[config.mk]
export PLATFORM = sky130hd
export DESIGN_NAME = event_buffer_tracker
export DESIGN_NICKNAME = d
export VERILOG_FILES = /design/src/rtl/event_pkg.sv /design/src/rtl/evbuf_hdr_reg.sv /design/src/rtl/event_buffer_tracker.sv
export SDC_FILE = /design/constraint.sdc
export NUM_CORES = 1
export LEC_CHECK = 0
export CAP_MARGIN = 20
export CORE_UTILIZATION = 25
export CTS_CLUSTER_DIAMETER = 100
export DETAILED_ROUTE_END_ITERATION = 8
export SETUP_SLACK_MARGIN = 0.3
export SKIP_CTS_REPAIR_TIMING = 1
export SKIP_LAST_GASP = 1
export SYNTH_ARGS = -nofsm -noshare
export SYNTH_HDL_FRONTEND = slang
export SYNTH_HIERARCHICAL = 1
export SYNTH_SLANG_ARGS = --single-unit
[constraint.sdc]
create_clock -name memclk -period 4.96 [get_ports memclk]
set_input_delay 0.496 -clock memclk [delete_from_list [all_inputs] [get_ports memclk]]
set_output_delay 0.496 -clock memclk [all_outputs]
set_load 0.03 [all_outputs]
[src/rtl/event_pkg.sv]
// Shared definitions for the event-buffer tracker: buffer geometry,
// header field layout and the buffer upper-address helper.
package event_pkg;

    localparam int EVBUF_SIZE_LOG2 = 19;

    localparam int ERR_LSB   = 0;
    localparam int ADDR_LSB  = 8;
    localparam int ADDR_BITS = 13;
    localparam int HDR_BITS  = 24;

    // Upper address (addr[31:19]) of the buffer at ring slot 'index'.
    function automatic logic [ADDR_BITS-1:0] upper_addr(
        input logic [ADDR_BITS-1:0] base,
        input logic [ADDR_BITS-1:0] index
    );
        return base + index;
    endfunction

endpackage

[src/rtl/evbuf_hdr_reg.sv]
// One-entry AXI4-Stream register stage for the header completion stream.
// Accepts a new word in the same cycle the held word drains, so headers
// can go out back to back.
module evbuf_hdr_reg
    import event_pkg::*;
#(
    parameter int W = HDR_BITS
) (
    input  logic         memclk,
    input  logic         aresetn,
    input  logic [W-1:0] s_tdata,
    input  logic         s_tvalid,
    output logic         s_tready,
    output logic [W-1:0] m_tdata,
    output logic         m_tvalid,
    input  logic         m_tready
);

    assign s_tready = !m_tvalid || m_tready;

    // Load on accept; data only changes when a new word is taken.
    always_ff @(posedge memclk) begin
        if (!aresetn) begin
            m_tvalid <= 1'b0;
            m_tdata  <= '0;
        end else if (s_tready) begin
            m_tvalid <= s_tvalid;
            if (s_tvalid) begin
                m_tdata <= s_tdata;
            end
        end
    end

endmodule

[src/rtl/event_buffer_tracker.sv]
// Event buffer ring tracker: hands out DDR buffer upper addresses, turns
// write completions into 24-bit headers and frees buffers on host ack.
// Optional build macro: EVBUF_ACK_CHECK_EN -- when defined, an ack must
// name the oldest completed buffer or it is dropped and flagged.
module event_buffer_tracker
    import event_pkg::*;
#(
    parameter int          NBUF       = 32,
    parameter logic [12:0] BASE_UPPER = 13'h0000
) (
    input  logic                  memclk,
    input  logic                  aresetn,
    output logic [12:0]           m_alloc_tdata,
    output logic                  m_alloc_tvalid,
    input  logic                  m_alloc_tready,
    input  logic [7:0]            s_wrdone_tdata,
    input  logic                  s_wrdone_tvalid,
    output logic                  s_wrdone_tready,
    output logic [23:0]           m_hdr_tdata,
    output logic                  m_hdr_tvalid,
    input  logic                  m_hdr_tready,
    input  logic [11:0]           s_ack_tdata,
    input  logic                  s_ack_tvalid,
    output logic                  s_ack_tready,
    output logic [$clog2(NBUF):0] occupancy_o,
    output logic                  ack_err_o
);

    localparam int IW = $clog2(NBUF);
    localparam int PW = IW + 1;

    logic [PW-1:0]        alloc_ptr, done_ptr, free_ptr;
    logic [PW-1:0]        alloc_nxt, done_nxt, free_nxt;
    logic [PW-1:0]        used;
    logic                 alloc_hs, wrdone_pending, wrdone_hs, hdr_in_ready;
    logic                 ack_ok;
    logic [ADDR_BITS-1:0] done_addr;
    logic [HDR_BITS-1:0]  hdr_data;

    assign used           = alloc_ptr - free_ptr;
    assign m_alloc_tvalid = used < PW'(NBUF);
    assign m_alloc_tdata  = upper_addr(BASE_UPPER, ADDR_BITS'(alloc_ptr[IW-1:0]));
    assign alloc_hs       = m_alloc_tvalid && m_alloc_tready;

    assign wrdone_pending  = done_ptr != alloc_ptr;
    assign s_wrdone_tready = wrdone_pending && hdr_in_ready;
    assign wrdone_hs       = s_wrdone_tvalid && s_wrdone_tready;
    assign done_addr       = upper_addr(BASE_UPPER, ADDR_BITS'(done_ptr[IW-1:0]));

    // Assemble the header word from its field offsets; spare MSBs stay 0.
    always_comb begin
        hdr_data                        = '0;
        hdr_data[ERR_LSB +: 8]          = s_wrdone_tdata;
        hdr_data[ADDR_LSB +: ADDR_BITS] = done_addr;
    end

    assign s_ack_tready = 1'b1;

`ifdef EVBUF_ACK_CHECK_EN
    logic [11:0] free_addr_lo;
    assign free_addr_lo = 12'(upper_addr(BASE_UPPER, ADDR_BITS'(free_ptr[IW-1:0])));
    assign ack_ok       = (free_ptr != done_ptr) && (s_ack_tdata == free_addr_lo);
`else
    logic unused_ack_data;
    assign unused_ack_data = ^s_ack_tdata;
    assign ack_ok          = free_ptr != done_ptr;
`endif

    // Next pointer values; each advances on its own handshake.
    always_comb begin
        alloc_nxt = alloc_ptr;
        done_nxt  = done_ptr;
        free_nxt  = free_ptr;
        if (alloc_hs) alloc_nxt = alloc_ptr + PW'(1);
        if (wrdone_hs) done_nxt = done_ptr + PW'(1);
        if (s_ack_tvalid && ack_ok) free_nxt = free_ptr + PW'(1);
    end

    // Pointer, occupancy and sticky ack-error registers.
    always_ff @(posedge memclk) begin
        if (!aresetn) begin
            alloc_ptr   <= '0;
            done_ptr    <= '0;
            free_ptr    <= '0;
            occupancy_o <= '0;
            ack_err_o   <= 1'b0;
        end else begin
            alloc_ptr   <= alloc_nxt;
            done_ptr    <= done_nxt;
            free_ptr    <= free_nxt;
            occupancy_o <= alloc_nxt - free_nxt;
            if (s_ack_tvalid && !ack_ok) begin
                ack_err_o <= 1'b1;
            end
        end
    end

    evbuf_hdr_reg #(
        .W (HDR_BITS)
    ) u_hdr_reg (
        .memclk   (memclk),
        .aresetn  (aresetn),
        .s_tdata  (hdr_data),
        .s_tvalid (s_wrdone_tvalid && wrdone_pending),
        .s_tready (hdr_in_ready),
        .m_tdata  (m_hdr_tdata),
        .m_tvalid (m_hdr_tvalid),
        .m_tready (m_hdr_tready)
    );

endmodule

Yosys cells after proc, flatten, opt, wreduce, memory -nomap -nowiden

Cells that the tools add are included.
Widths: inputs -> output; s select.

Muxes and demuxes: 2
Eq/ne operators: 2
Add/subtract/negate cells: 5
Order comparisons: 1
Reductions and logical operators: 10

Operators with widths:

| kind                | number |
|---|---|
| $add 6x1->6 const B | 3 |
| $mux 6              | 2 |
| $ne 6x6->1          | 2 |
| $sub 6x6->6         | 2 |
| $logic_and 1x1->1   | 6 |
| $lt 6x6->1 const B  | 1 |
| $logic_not 1->1     | 2 |
| $reduce_and 2->1    | 1 |
| $logic_or 1x1->1    | 1 |

Bits in registers: 39

Logic depth before layout (Yosys ltp)

Depth in word-level cells: 5
Gate-level depth with buffers: 14
Mapped depth without buffers: 14

By module

Netlist, hierarchy kept.

Modules (own cells, without submodules):

| module               | area an instance (sq um) | seq. area each (sq um) | times used | cells an instance |
|---|---|---|---|---|
| event_buffer_tracker | 1597.8                   | 500.5                  | 1          | 171 |
| evbuf_hdr_reg        | 1028.5                   | 500.5                  | 1          | 109 |

Worst setup path after synthesis

No wires, ideal clock.

Kind: register to register
Start: reg alloc_ptr[2]
End: reg occupancy_o[5]
Setup slack: 1.413 ns
Cell stages (with the launch flop): 14
Data arrival time: 3.475 ns
Setup time: 0.072 ns
Cells stage by stage: dfxtp_1 -> ha_1 -> a21oi_1 -> o21ai_2 -> a311oi_4 -> o21ai_2 -> mux2_1 -> ha_1 -> nor2b_1 -> o31a_1 -> o22ai_1 -> xnor3_1 -> or3_1 -> a21oi_1

Cells in the longest elaborated chain, start to end: 5
Elaborated cells between the ends (all ways): 6

Ends and longest elaborated chain:

| what                   | RTL line                   | text |
|---|---|---|
| from (decl)            | event_buffer_tracker.sv:32 | `logic [PW-1:0] alloc_ptr, done_ptr, free_ptr;` |
| from (signal assigned) | event_buffer_tracker.sv:88 | `alloc_ptr <= alloc_nxt;` |
| $sub 6x6->6            | event_buffer_tracker.sv:40 | `assign used = alloc_ptr - free_ptr;` |
| $lt 6x6->1             | event_buffer_tracker.sv:41 | `assign m_alloc_tvalid = used < PW'(NBUF);` |
| $logic_and 1x1->1      | event_buffer_tracker.sv:43 | `assign alloc_hs = m_alloc_tvalid && m_alloc_tready;` |
| $mux 6                 | event_buffer_tracker.sv:74 | `if (alloc_hs) alloc_nxt = alloc_ptr + PW'(1);` |
| named net alloc_nxt[1] | event_buffer_tracker.sv:33 | `logic [PW-1:0] alloc_nxt, done_nxt, free_nxt;` |
| $sub 6x6->6            | event_buffer_tracker.sv:91 | `occupancy_o <= alloc_nxt - free_nxt;` |
| to (signal assigned)   | event_buffer_tracker.sv:91 |  |
| to (decl)              | event_buffer_tracker.sv:25 | `output logic [$clog2(NBUF):0] occupancy_o,` |

The timed path passes the listed nets, and every way through them passes these cells.
A chain may end at the register's enable or synchronous reset.

Worst setup path after layout

Same ends and word-level chain as after synthesis.

==> results.toml <==
[logic_synthesis]
post_synth_inst_count = 280
synth_edf_count = 0
synth_top_cell_by_area = "dfxtp_1"
synth_seq_area_share = 0.381
synthDominantCellAreaShare = 0.381
mappedNetlistArea_mm2 = 0.00263
synth-async-reset-ratio = 0
ys_types = 47
synth.top_cells.by_area = "dfxtp_1 (38%), mux2i_1 (9.5%), nand2_1 (7.4%), ha_1 (5.7%), xor2_1 (5.7%)"
synth.yosys.warnings = 6
synth_seq_cells = 50
synth_top_flop_cell = "dfxtp_1"
synth_area_per_cell_um2 = 9.38

[worst_setup_path]
timing.critical_path.cells = "ha_1, a21oi_1, o21ai_2, a311oi_4, o21ai_2, mux2_1, ha_1, nor2b_1, o31a_1, o22ai_1, xnor3_1, or3_1, a21oi_1"
crit_path_start_kind = "flip-flop"
arrival_ns = 4.16
crit_path_max_fanout = 6
worst_ep_required_time_ns = 5.17
crit_path_end_kind = "flip-flop"
worst-setup-path-type = "reg2reg"
cpPeakStageDelay_ns = 0.54
critical_path.slowest_cell = "dfxtp_1"

[sta]
report.final.hold_viol_count = 0
fin_tns_setup_ns = 0
grt_setup_unrepaired = "false"
timing.final.max_slew_violations = 0
slew_at_the_pin_closest_to_its_max_slew_limit_ns = 0.932
finClkSkew_ns = 0.0157
period_needed_ns = 3.95
holdWs_ns = 0.463
worst_slew_margin_rel = 0.379
max_clock_freq_mhz = 253
final-setup-viol-count = 0
min_period_over_period = 0.796

[drt]
wire_per_inst_um = 11.0
antenna_violating_nets_left = 0
routed-via-count = 1943
detailedRoute.firstIterationViolations = 50
drc = 0
vias_per_cell = 4.13
routed_wl_um = 5190
drt_pass_1_iters = 4

[grt]
grt_antenna_before_repair = 0
grt_first_pass_wirelength_um = 8800
first_global_vias = 1858
global_route.usage.total = 0.0974
grt-ovfl-total = 0
grt_start_max_net_pins = 57

[die]
io_pins = 74
rows = 37
dieHeight_um = 104
fp.coreArea_mm2 = 0.0102
chipWidth_um = 104
design.die.area_mm2 = 0.0109
initial_core_utilization = 0.257

[cts]
cts_htree_levels = 2
clk-insertion-delay-late_ns = 0.31
tritoncts = "yes"
max-clock-path-buffers = 2
numClockSinks = 50
numCtsBuffers = 5
cts.root.buffer_cell = "clkbuf_8"
clk_pin_slew_worst_paths_ns = 0.10

[finish]
share_of_layout_cells_above_drive_strength_1 = 0.0629
nFillCells = 1068
instances_no_fill = 470
area_delta_synth_final_pct = 25.2
antenna-diode-count = 0
layout.nets = 372

[placement]
globalplace.congestion = 0.742
dp_hpwl_um = 3710
port_buffers = 52
post-place-cells = 462

[pwr]
ir_worst_vdd_mv = 0.236
static-leakage-power_uw = 0.00132
cellPowerDensity_mw_per_mm2 = 494

[job]
max_cap_violations = 0

[run_status]
status = "completed"

[hold_path]
hold_path.class = "reg2reg"
-- synth_stat cells, types with 2 or more instances --
library cell   n
nand2_1       52
dfxtp_1       50
mux2i_1       25
nor2_1        19
xor2_1        17
buf_4         15
ha_1          12
xnor2_1       11
and2_1         8
and3_1         7
inv_1          6
nand4_1        6
a21oi_1        5
clkbuf_1       5
o21ai_0        3
a21o_1         2
buf_12         2
conb_1         2
o211ai_1       2
o21ai_2        2
or2_2          2
or3_1          2
-- report_power, final --
group | switching [uW] | leakage (uW) | internal (uW)
clock network | 147 | 0.0000502 | 105
logic | 462 | 0.000864 | 365
registers | 61.1 | 0.000407 | 484
total | 670 | 0.00132 | 954
-- critical path: cells and delay by family (launching register included) --
kind,cells,cell delay [ns]
AND/OR/NAND/NOR,2,0.49
flip-flops,1,0.54
adder cells (fa/ha/maj),2,0.61
AO/OA/AOI/OAI,7,1.47
multiplexers,1,0.39
XOR/XNOR,1,0.36
-- sequential cells by signal (all words and copies together), names as in the netlist --
register,cells
ack_err_o,1
alloc_ptr,6
done_ptr,6
free_ptr,6
occupancy_o,6
u_hdr_reg/m_tdata,24
u_hdr_reg/m_tvalid,1
-- area by class of cell --
| class | instances | area, um2 | share of cell area |
|---|---|---|---|
| Multi-Input combinational cell | 217 | 1480 | 0.450 |
| Clock buffer | 5 | 68.8 | 0.0209 |
| Clock inverter | 3 | 28.8 | 0.00875 |
| Inverter | 7 | 26.3 | 0.00799 |
| Timing Repair Buffer | 52 | 515 | 0.157 |
| Tap cell | 136 | 170 | 0.0517 |
| Sequential cell | 50 | 1000 | 0.304 |
-- placed cells by master, fill, tap and decap left out, types with 6 or more instances in the layout --
cell             count
conb_1              20
and3_1               7
inv_1                6
and2_1               8
xnor2_1             11
nand2_1             52
mux2i_1             25
clkdlybuf4s50_1     51
dfxtp_1             50
nor2_1              19
xor2_1              17
ha_1                12
nand4_1              6
-- per-layer routing --
layer	track usage	wire length, um	up-vias	part of all wire
met4	0.0102	0	0	0
met5	0	0	-	0
li1	-	-	1004	-
met2	0.160	2300	47	0.44
met3	0.0238	254	0	0.049
met1	0.132	2640	892	0.51
-- metrics by stage --
stage | util | total power (uW) | worst slack [ns] | instance area [um2]
detailed placement | 0.312 | 1390 | 1.07 | 3190
floorplan | - | 1190 | 1.41 | 2690
CTS | 0.322 | 1650 | 1.01 | 3290
global route | 0.322 | 1740 | 0.765 | 3290
global placement | 0.312 | 1380 | 1.07 | 3190
finish | 0.322 | 1620 | 1.01 | 3290
-- cells by family (layout without fill, tap and decap cells) --
| group | count (synthesis) | count (layout) | share of synthesized area |
|---|---|---|---|
| and+or+nand+nor | 103 | 103 | 0.184 |
| DFF | 50 | 50 | 0.381 |
| buffers and inverters | 31 | 67 | 0.0815 |
| xor gates and xnor gates | 30 | 30 | 0.108 |
| muxes | 26 | 26 | 0.0996 |
| AOI/OAI and AO/OA | 25 | 25 | 0.0781 |
| adders and majority gates | 13 | 13 | 0.0648 |
| other | 2 | 20 | 0.00286 |
-- final timing paths --
| check | start | depth (start not counted) | endpoint | slack (ns) |
|---|---|---|---|---|
| max | alloc_ptr[2]$_SDFF_PN0_ | 13 | occupancy_o[5]$_SDFF_PN0_ | 1.01 |
| min | u_hdr_reg/m_tdata[22]$_SDFFE_PN0P_ | 2 | u_hdr_reg/m_tdata[22]$_SDFFE_PN0P_ | 0.46 |
| max reg2reg | alloc_ptr[2]$_SDFF_PN0_ | 13 | occupancy_o[5]$_SDFF_PN0_ | 1.01 |
| min reg2reg | u_hdr_reg/m_tdata[22]$_SDFFE_PN0P_ | 2 | u_hdr_reg/m_tdata[22]$_SDFFE_PN0P_ | 0.46 |
(Power assumes the default switching activity.)
